## src/rtl/gray_seq_ctrl_pkg.sv

```systemverilog
// Purpose: shared types and constants for the Gray-code sequence controller.
// Latency: none (declarations only).
// Backpressure: not applicable.
// Contents: sequencer state enumeration and count-direction constants.
package gray_seq_ctrl_pkg;

  typedef enum logic [1:0] {
    IDLE = 2'd0,
    EMIT = 2'd1,
    DONE = 2'd2
  } state_t;

  localparam logic DIR_UP   = 1'b0;
  localparam logic DIR_DOWN = 1'b1;

endpackage

```

## src/rtl/binary2gray.sv

```systemverilog
// Purpose: parameterised binary to reflected-Gray converter.
// Latency: purely combinational, zero cycles.
// Backpressure: none; output follows input.
// Ports: bin (N-bit binary in), gray (N-bit Gray out).
module binary2gray #(
  parameter int N = 4
) (
  input  logic [N-1:0] bin,
  output logic [N-1:0] gray
);

  // MSB passes through; each lower bit is the XOR of itself and its upper neighbour.
  assign gray = {bin[N-1], bin[N-1:1] ^ bin[N-2:0]};

endmodule

```

## src/rtl/gray_seq_ctrl.sv

```systemverilog
// Purpose: steps a binary index up or down and presents it with its Gray code, single pass or looping.
// Latency: first code valid one cycle after an accepted start; gray_out has zero skew to bin_out.
// Backpressure: out_ready low holds bin_out/gray_out stable; a code advances only on out_valid & out_ready.
// Ports: clk, rst_n (async active-low); start/abort/dir/cont control; out_valid/out_ready handshake;
//        bin_out/gray_out code; busy (not IDLE), done (single pass finished), wrap (continuous loop restarted).
module gray_seq_ctrl
  import gray_seq_ctrl_pkg::*;
#(
  parameter int N = 4
) (
  input  logic         clk,
  input  logic         rst_n,
  input  logic         start,
  input  logic         abort,
  input  logic         dir,
  input  logic         cont,
  input  logic         out_ready,
  output logic         out_valid,
  output logic [N-1:0] bin_out,
  output logic [N-1:0] gray_out,
  output logic         busy,
  output logic         done,
  output logic         wrap
);

  localparam logic [N-1:0] ALL_ONES = {N{1'b1}};
  localparam logic [N-1:0] ALL_ZERO = {N{1'b0}};

  state_t       state;
  logic         dir_q;
  logic         cont_q;
  logic [N-1:0] first_code;
  logic [N-1:0] term_code;
  logic [N-1:0] bin_step;
  logic         is_term;
  logic         xfer;

  assign first_code = (dir_q == DIR_DOWN) ? ALL_ONES : ALL_ZERO;
  assign term_code  = (dir_q == DIR_DOWN) ? ALL_ZERO : ALL_ONES;
  assign bin_step   = (dir_q == DIR_DOWN) ? (bin_out - {{(N-1){1'b0}}, 1'b1})
                                          : (bin_out + {{(N-1){1'b0}}, 1'b1});
  assign is_term    = (bin_out == term_code);

  // out_valid is only ever set while in EMIT, so this is a handshake in EMIT.
  assign xfer = out_valid & out_ready;

  // wrap must coincide with the transfer of the terminal code, so it cannot be
  // registered; abort on the same cycle suppresses it.
  assign wrap = xfer & ~abort & is_term & cont_q;

  always_ff @(posedge clk or negedge rst_n) begin
    if (!rst_n) begin
      state     <= IDLE;
      bin_out   <= ALL_ZERO;
      dir_q     <= DIR_UP;
      cont_q    <= 1'b0;
      out_valid <= 1'b0;
      busy      <= 1'b0;
      done      <= 1'b0;
    end else begin
      done <= 1'b0;
      case (state)
        IDLE: begin
          // A simultaneous abort cancels the start request.
          if (start && !abort) begin
            bin_out   <= (dir == DIR_DOWN) ? ALL_ONES : ALL_ZERO;
            dir_q     <= dir;
            cont_q    <= cont;
            state     <= EMIT;
            out_valid <= 1'b1;
            busy      <= 1'b1;
          end
        end
        EMIT: begin
          if (abort) begin
            // Any coincident transfer is consumed without advancing the index.
            state     <= IDLE;
            out_valid <= 1'b0;
            busy      <= 1'b0;
          end else if (xfer) begin
            if (!is_term) begin
              bin_out <= bin_step;
            end else if (cont_q) begin
              bin_out <= first_code;
            end else begin
              state     <= DONE;
              out_valid <= 1'b0;
              done      <= 1'b1;
            end
          end
        end
        DONE: begin
          // DONE always lasts one cycle; abort here leads to the same exit.
          state <= IDLE;
          busy  <= 1'b0;
        end
        default: begin
          state     <= IDLE;
          out_valid <= 1'b0;
          busy      <= 1'b0;
        end
      endcase
    end
  end

  binary2gray #(
    .N (N)
  ) u_b2g (
    .bin  (bin_out),
    .gray (gray_out)
  );

endmodule

```

## config.mk

```make
export PLATFORM = sky130hd
export DESIGN_NAME = gray_seq_ctrl
export DESIGN_NICKNAME = d
export VERILOG_FILES = /design/src/rtl/gray_seq_ctrl_pkg.sv /design/src/rtl/binary2gray.sv /design/src/rtl/gray_seq_ctrl.sv
export SDC_FILE = /design/constraint.sdc
export NUM_CORES = 1
export LEC_CHECK = 0
export ABC_CLOCK_PERIOD_IN_PS = 2400
export CORE_MARGIN = 2
export CORE_UTILIZATION = 47
export CTS_BUF_LIST = sky130_fd_sc_hd__clkbuf_4 sky130_fd_sc_hd__clkbuf_8 sky130_fd_sc_hd__clkbuf_16
export DETAILED_ROUTE_END_ITERATION = 8
export PLACE_DENSITY = 0.77
export SLEW_MARGIN = 20
export SYNTH_ARGS = -nofsm -noshare
export SYNTH_HDL_FRONTEND = slang
export SYNTH_SLANG_ARGS = --single-unit
```

## constraint.sdc

```tcl
create_clock -name clk -period 2.4 [get_ports clk]
set_clock_uncertainty 0.15 [all_clocks]
set_input_delay 0.36 -clock clk [delete_from_list [all_inputs] [get_ports clk]]
set_output_delay 0.36 -clock clk [all_outputs]
set_load 0.01 [all_outputs]
```

==> impl_metrics.toml, run 1 <==
[global_route]
grt_antenna_before_repair = 0
grt_pass1_vias = 691
overflow = 0
grt_pass1_wl_um = 3022
grt_max_degree = 12
track_usage_pct = 21.76

[yosys]
synthesis.area_um2 = 758.2
yosys.area.top_type_share_pct = 36.30
syn_inst = 82
ys_ff_latch = 11
yosys-top-cells-area = "dfrtp_1 36%, xor2_1 4.6%, nand2_1 4.0%, ha_1 3.3%, o211ai_1 3.0%"
syn_nets = 92
async_flop_share_pct = 100.0
synthFlopType = "dfrtp_1"
synth_area_per_cell_um2 = 9.247
ys_warn_count = 0
synth_most_common_cell = "dfrtp_1"
synth.distinct_cells = 37
synth_area_leader_cell = "dfrtp_1"
synth_edf_count = 0
seq_area_frac_synth_pct = 36.30
synthTopCellsByCount = "11 x dfrtp_1, 8 x nand2_1, 5 x inv_1"

[route]
drc = 0
via_per_inst = 5.780
avgRoutedWirePerCell_um = 14.01
routed_wl_um = 1779
drt_first_pass_iters = 4
via_count = 734
ant_nets = 0
drt_iter0_markers = 16

[clocking]
clk_root_buffer_cell = "clkbuf_4"
worstSkewPairLatency_ps = 280
cts_buffers = 3
clkSinkCount = 11
clockBufferDepth = 2
cts_setup_buffers = 0
htreeDepth = 1
cts_tree = "yes"
cts-hold-fix-buffers = 0
cts.clk_slew.worst_paths_ps = 70

[cells_and_area]
final_layout_size_suffix_gt1_share_pct = 19.82
syn_to_final_growth_pct = 37.46
antenna_cells = 0
final_nets = 122
final_util_pct = 69.19

[min_path]
hp-class = "primary input to asynchronous set/reset pin"

[sta]
finalSetupTns_ps = 0
period_share_pct = 93.14
max_freq_mhz = 447.4
rsz0062_at_grt = "false"
period_minus_slack_ps = 2235
setup_violations = 0
worstMarginPinSlew_ps = 515.1
fin_ws_ps = 164.6
hold_violations = 0
slew_violations = 0
relSlewSlack_pct = 65.55

[die]
die_y_um = 44.17
rows = 14
die_w_um = 44.17
initial_core_util_pct = 50.33
pin_count = 19
coreArea_um2 = 1506
fp.dieArea_um2 = 1951

[placed_design]
post-place-ws_ps = 48.96
gp_congestion = 0.8812
hpwl_um = 1416
port_buffers = 18

[critical_path]
setup.worst_path.class = "flop to output pin"
cp_max_fo = 5
arrival_ps = 1730
crit_path_end_kind = "output pin"
critPathLaunchType = "flop"
critPathRequiredTime_ps = 1890

[power]
leakagePower_nw = 0.4387
power_density_nw_per_um2 = 1095
ir_drop_v = 0.0005958

[outcome]
status = "complete, no violations"

[flow_run]
cap_violations = 0
state kept, by name (all words and copies together) (netlist names):
signal / flops
bin_out: 4
state: 2
busy: 1
cont_q: 1
dir_q: 1
done: 1
out_valid: 1
worst max-delay path, stage by stage (launching register included):
cell      delay [ps]
dfrtp_1          420
or3b_4           430
a21o_1           200
nor4_1           220
clkbuf_2         180
placed cells by master, fill, tap and decap left out, types with 2 or more instances in the layout:
master,instances
a211o_1,2
a211oi_1,2
a21oi_1,4
buf_4,12
clkbuf_4,4
clkdlybuf4s50_1,17
dfrtp_1,11
ha_1,2
inv_1,5
nand2_1,8
nand3b_1,2
nor2_1,3
nor3_1,4
nor4_1,3
o211ai_1,3
o21ai_0,4
o31ai_1,2
xor2_1,4
kinds of logic (layout without fill, tap and decap cells):
kind of cell    count (synthesis)  in the layout  synth area share [%]
simple gates                   27             27                 20.30
buf+inv                        10             39                 6.601
compound gates                 25             25                 23.60
fa+ha+maj                       3              3                 5.940
flops                          11             11                 36.30
mux                             1              1                 1.485
xor+xnor                        5              5                 5.775
through the flow:
| step | area [um^2] | power, W | hold slack, ps | instances |
|---|---|---|---|---|
| floorplan | 758.2 | 0.0006681 | -85.59 | 82 |
| global placement | 1017 | 0.0009829 | 338.3 | 123 |
| global route | 1042 | 0.001226 | 300.3 | 127 |
| detailed placement | 1017 | 0.0009972 | 345.8 | 123 |
| CTS | 1046 | 0.001146 | 281.3 | 127 |
| finish | 1042 | 0.001141 | 264.8 | 127 |
area by class of cell:
class	instances	area (um^2)
well taps	16	20.02
inverters	5	18.77
clock buffers	4	30.03
multi-input cells	61	432.9
flip-flops and latches	11	275.3
repair buffers	30	265.3
fillers	128	464.2
repair_timing:
action                     CTS  global route
cloned                       0             0
gates resized for setup      1             3
setup endpoints to repair    1             1
final timing paths:
check	cells past startpoint	end	slack, ps	start
min in group clk	1	busy$_DFFE_PN0P_	360	state[1]$_DFFE_PN0P_
min reg2reg	1	busy$_DFFE_PN0P_	360	state[1]$_DFFE_PN0P_
max in group asynchronous	1	busy$_DFFE_PN0P_	1490	rst_n
max reg2reg	6	bin_out[3]$_DFFE_PN0P_	390	dir_q$_DFFE_PN0P_
max	4	wrap	160	dir_q$_DFFE_PN0P_
min	1	out_valid$_DFFE_PN0P_	260	rst_n
routing by layer:
layer / vias up / wire, um / GRT usage [%]
met5: - / 0 / 0
met4: 0 / 21 / 5.455
met3: 5 / 97 / 7.347
met2: 22 / 821 / 33.53
met1: 343 / 840 / 29.46
li1: 364 / - / -
power breakdown:
| part | leakage, nW | switching, W | internal (W) |
|---|---|---|---|
| combinational | 0.287 | 0.000337 | 0.000390 |
| clock | 0.0184 | 0.0000704 | 0.0000759 |
| sequential | 0.133 | 0.0000369 | 0.000231 |
Power figures use the tool's default switching activity.
==> run 2, diff against run 1 <==
--- a/config.mk
+++ b/config.mk
@@ -7,10 +7,10 @@
 export LEC_CHECK = 0
 export ABC_CLOCK_PERIOD_IN_PS = 2400
 export CORE_MARGIN = 2
-export CORE_UTILIZATION = 47
-export CTS_BUF_LIST = sky130_fd_sc_hd__clkbuf_4 sky130_fd_sc_hd__clkbuf_8 sky130_fd_sc_hd__clkbuf_16
+export CORE_UTILIZATION = 50
+export CTS_BUF_LIST = sky130_fd_sc_hd__clkbuf_4
 export DETAILED_ROUTE_END_ITERATION = 8
-export PLACE_DENSITY = 0.77
+export PLACE_DENSITY = 0.81
 export SLEW_MARGIN = 20
 export SYNTH_ARGS = -nofsm -noshare
 export SYNTH_HDL_FRONTEND = slang
==> run 2 against run 1 <==
Net effect: sequential share of layout area rose by 0.064 points; critical path depth did not move; clock-buffer cell count did not move; largest cell class unchanged.
==> impl_metrics.toml, run 2 (synthesis gave the netlist of run 1 again) <==
[route]
drt_iter0_markers = 16
via_count = 731
routed_wl_um = 1761
drt_first_pass_iters = 4
avgRoutedWirePerCell_um = 13.98
drc = 0
via_per_inst = 5.802
ant_nets = 0

[sta]
rsz0062_at_grt = "false"
period_share_pct = 97.41
max_freq_mhz = 427.7
fin_ws_ps = 62.16
setup_violations = 0
period_minus_slack_ps = 2338
worstMarginPinSlew_ps = 497.7
finalSetupTns_ps = 0
hold_violations = 0
relSlewSlack_pct = 66.72
slew_violations = 0

[die]
initial_core_util_pct = 51.53
die_y_um = 42.94
die_w_um = 42.94
coreArea_um2 = 1471
rows = 14
fp.dieArea_um2 = 1844
pin_count = 19

[critical_path]
crit_buf_inv = 1
crit_path_end_kind = "output pin"
reg2regPathDepth = 6
cp-startpoint = "dir_q$_DFFE_PN0P_"
r2r-end = "bin_out[3]$_DFFE_PN0P_"
critPathRequiredTime_ps = 1890
arrival_ps = 1830
cp_max_fo = 4
r2r_start = "bin_out[1]$_DFFE_PN0P_"
cp_top_family = "simple AND/OR/NAND/NOR gates"
critPathLaunchType = "flop"
crit_chain = "or3b_4 > a21o_1 > nor4_1 > clkdlybuf4s15_1"
setup.worst_path.class = "flop to output pin"
ff2ff_setup_slack_ps = 420
worst_path_max_delay_cell = "or3b_4"
slowest_delay_ps = 430

[clocking]
cts_tree = "yes"
cts.clk_slew.worst_paths_ps = 80
cts-hold-fix-buffers = 0
htreeDepth = 1
cts_buffers = 3
worstSkewPairLatency_ps = 280
clkSinkCount = 11
cts_setup_buffers = 0
clockBufferDepth = 2
clk_root_buffer_cell = "clkbuf_4"

[cells_and_area]
final_layout_size_suffix_gt1_share_pct = 18.18
largest_reg_flops = 4
syn_to_final_growth_pct = 37.13
mostFrequentLayoutCell = "clkdlybuf4s50_1"
seq_area_um2 = 275.3
final_cell_mix = "17 x clkdlybuf4s50_1, 11 x dfrtp_1, 11 x buf_4"
regMostFlops = "bin_out"
antenna_cells = 0
final_nets = 121
multi_input_comb_area_um2 = 432.9
reg_top3 = "bin_out: 4 flops, state: 2 flops"
finalNonFillerCells = 126
fill_cells = 108
final_area_um2 = 1040

[placed_design]
port_buffers = 18
place_inst = 122
post-place-ws_ps = 95.53
placed_area_um2 = 1010
hpwl_um = 1400
gp_congestion = 0.8636

[power]
p_total_w = 0.001130
leakagePower_nw = 0.4337
ir_drop_v = 0.0005003
power_density_nw_per_um2 = 1087

[flow_run]
cap_violations = 0

[global_route]
grt_pass1_vias = 752
grt_max_degree = 12
grt_antenna_before_repair = 0
overflow = 0
grt_pass1_wl_um = 3091
track_usage_pct = 22.55

[outcome]
status = "complete, no violations"

[min_path]
hp-class = "primary input to asynchronous set/reset pin"
==> run 2: changes by cell type in the layout (fill, tap and decap cells not counted) <==
cell,previous run,this run
buf_4,12,11
clkbuf_2,1,0
clkdlybuf4s15_1,0,1
==> run 2: timing repair <==
item,in CTS,in global routing
setup endpoints to repair,1,1
gates resized for setup,1,1
endpoints found under the hold margin,0,0
pin swaps,0,0
==> run 2: layer usage <==
| metal | share of wire, % | wire length, um | track usage, % | vias to the layer above |
|---|---|---|---|---|
| met4 | 1.6 | 29 | 10.91 | 0 |
| met3 | 4.0 | 70 | 4.255 | 3 |
| met2 | 49 | 870 | 38.48 | 24 |
| met1 | 45 | 791 | 26.95 | 344 |
| met5 | 0 | 0 | 0 | - |
| li1 | - | - | - | 360 |
==> run 2: final cells by class <==
type	instances	share of cell area [%]
Tap cell	16	1.925
Timing Repair Buffer	29	25.27
Sequential cell	11	26.47
Clock buffer	4	2.888
Multi-Input combinational cell	61	41.64
Inverter	5	1.805
==> run 2: worst max path at each step <==
stage	endpoint	slack [ps]	cells after the start
6_report	wrap	60	4
5_1_grt	wrap	5	4
4_1_cts	wrap	60	4
3_5_place_dp	wrap	100	4
3_3_place_gp	wrap	130	4
2_1_floorplan	wrap	310	4
==> run 2: power by group <==
group	switching [W]	leakage (nW)	internal, W
Combinational	0.000333	0.282	0.000383
Clock	0.0000702	0.0184	0.0000759
Sequential	0.0000367	0.133	0.000231
Total	0.000440	0.434	0.000690
==> run 2: per-stage QoR <==
step	util [%]	hold slack, ps
after floorplan	-	-85.59
after global placement	68.62	340.0
after detailed placement	68.62	342.9
after CTS	70.58	287.0
after global routing	70.66	320.9
final	70.66	255.2
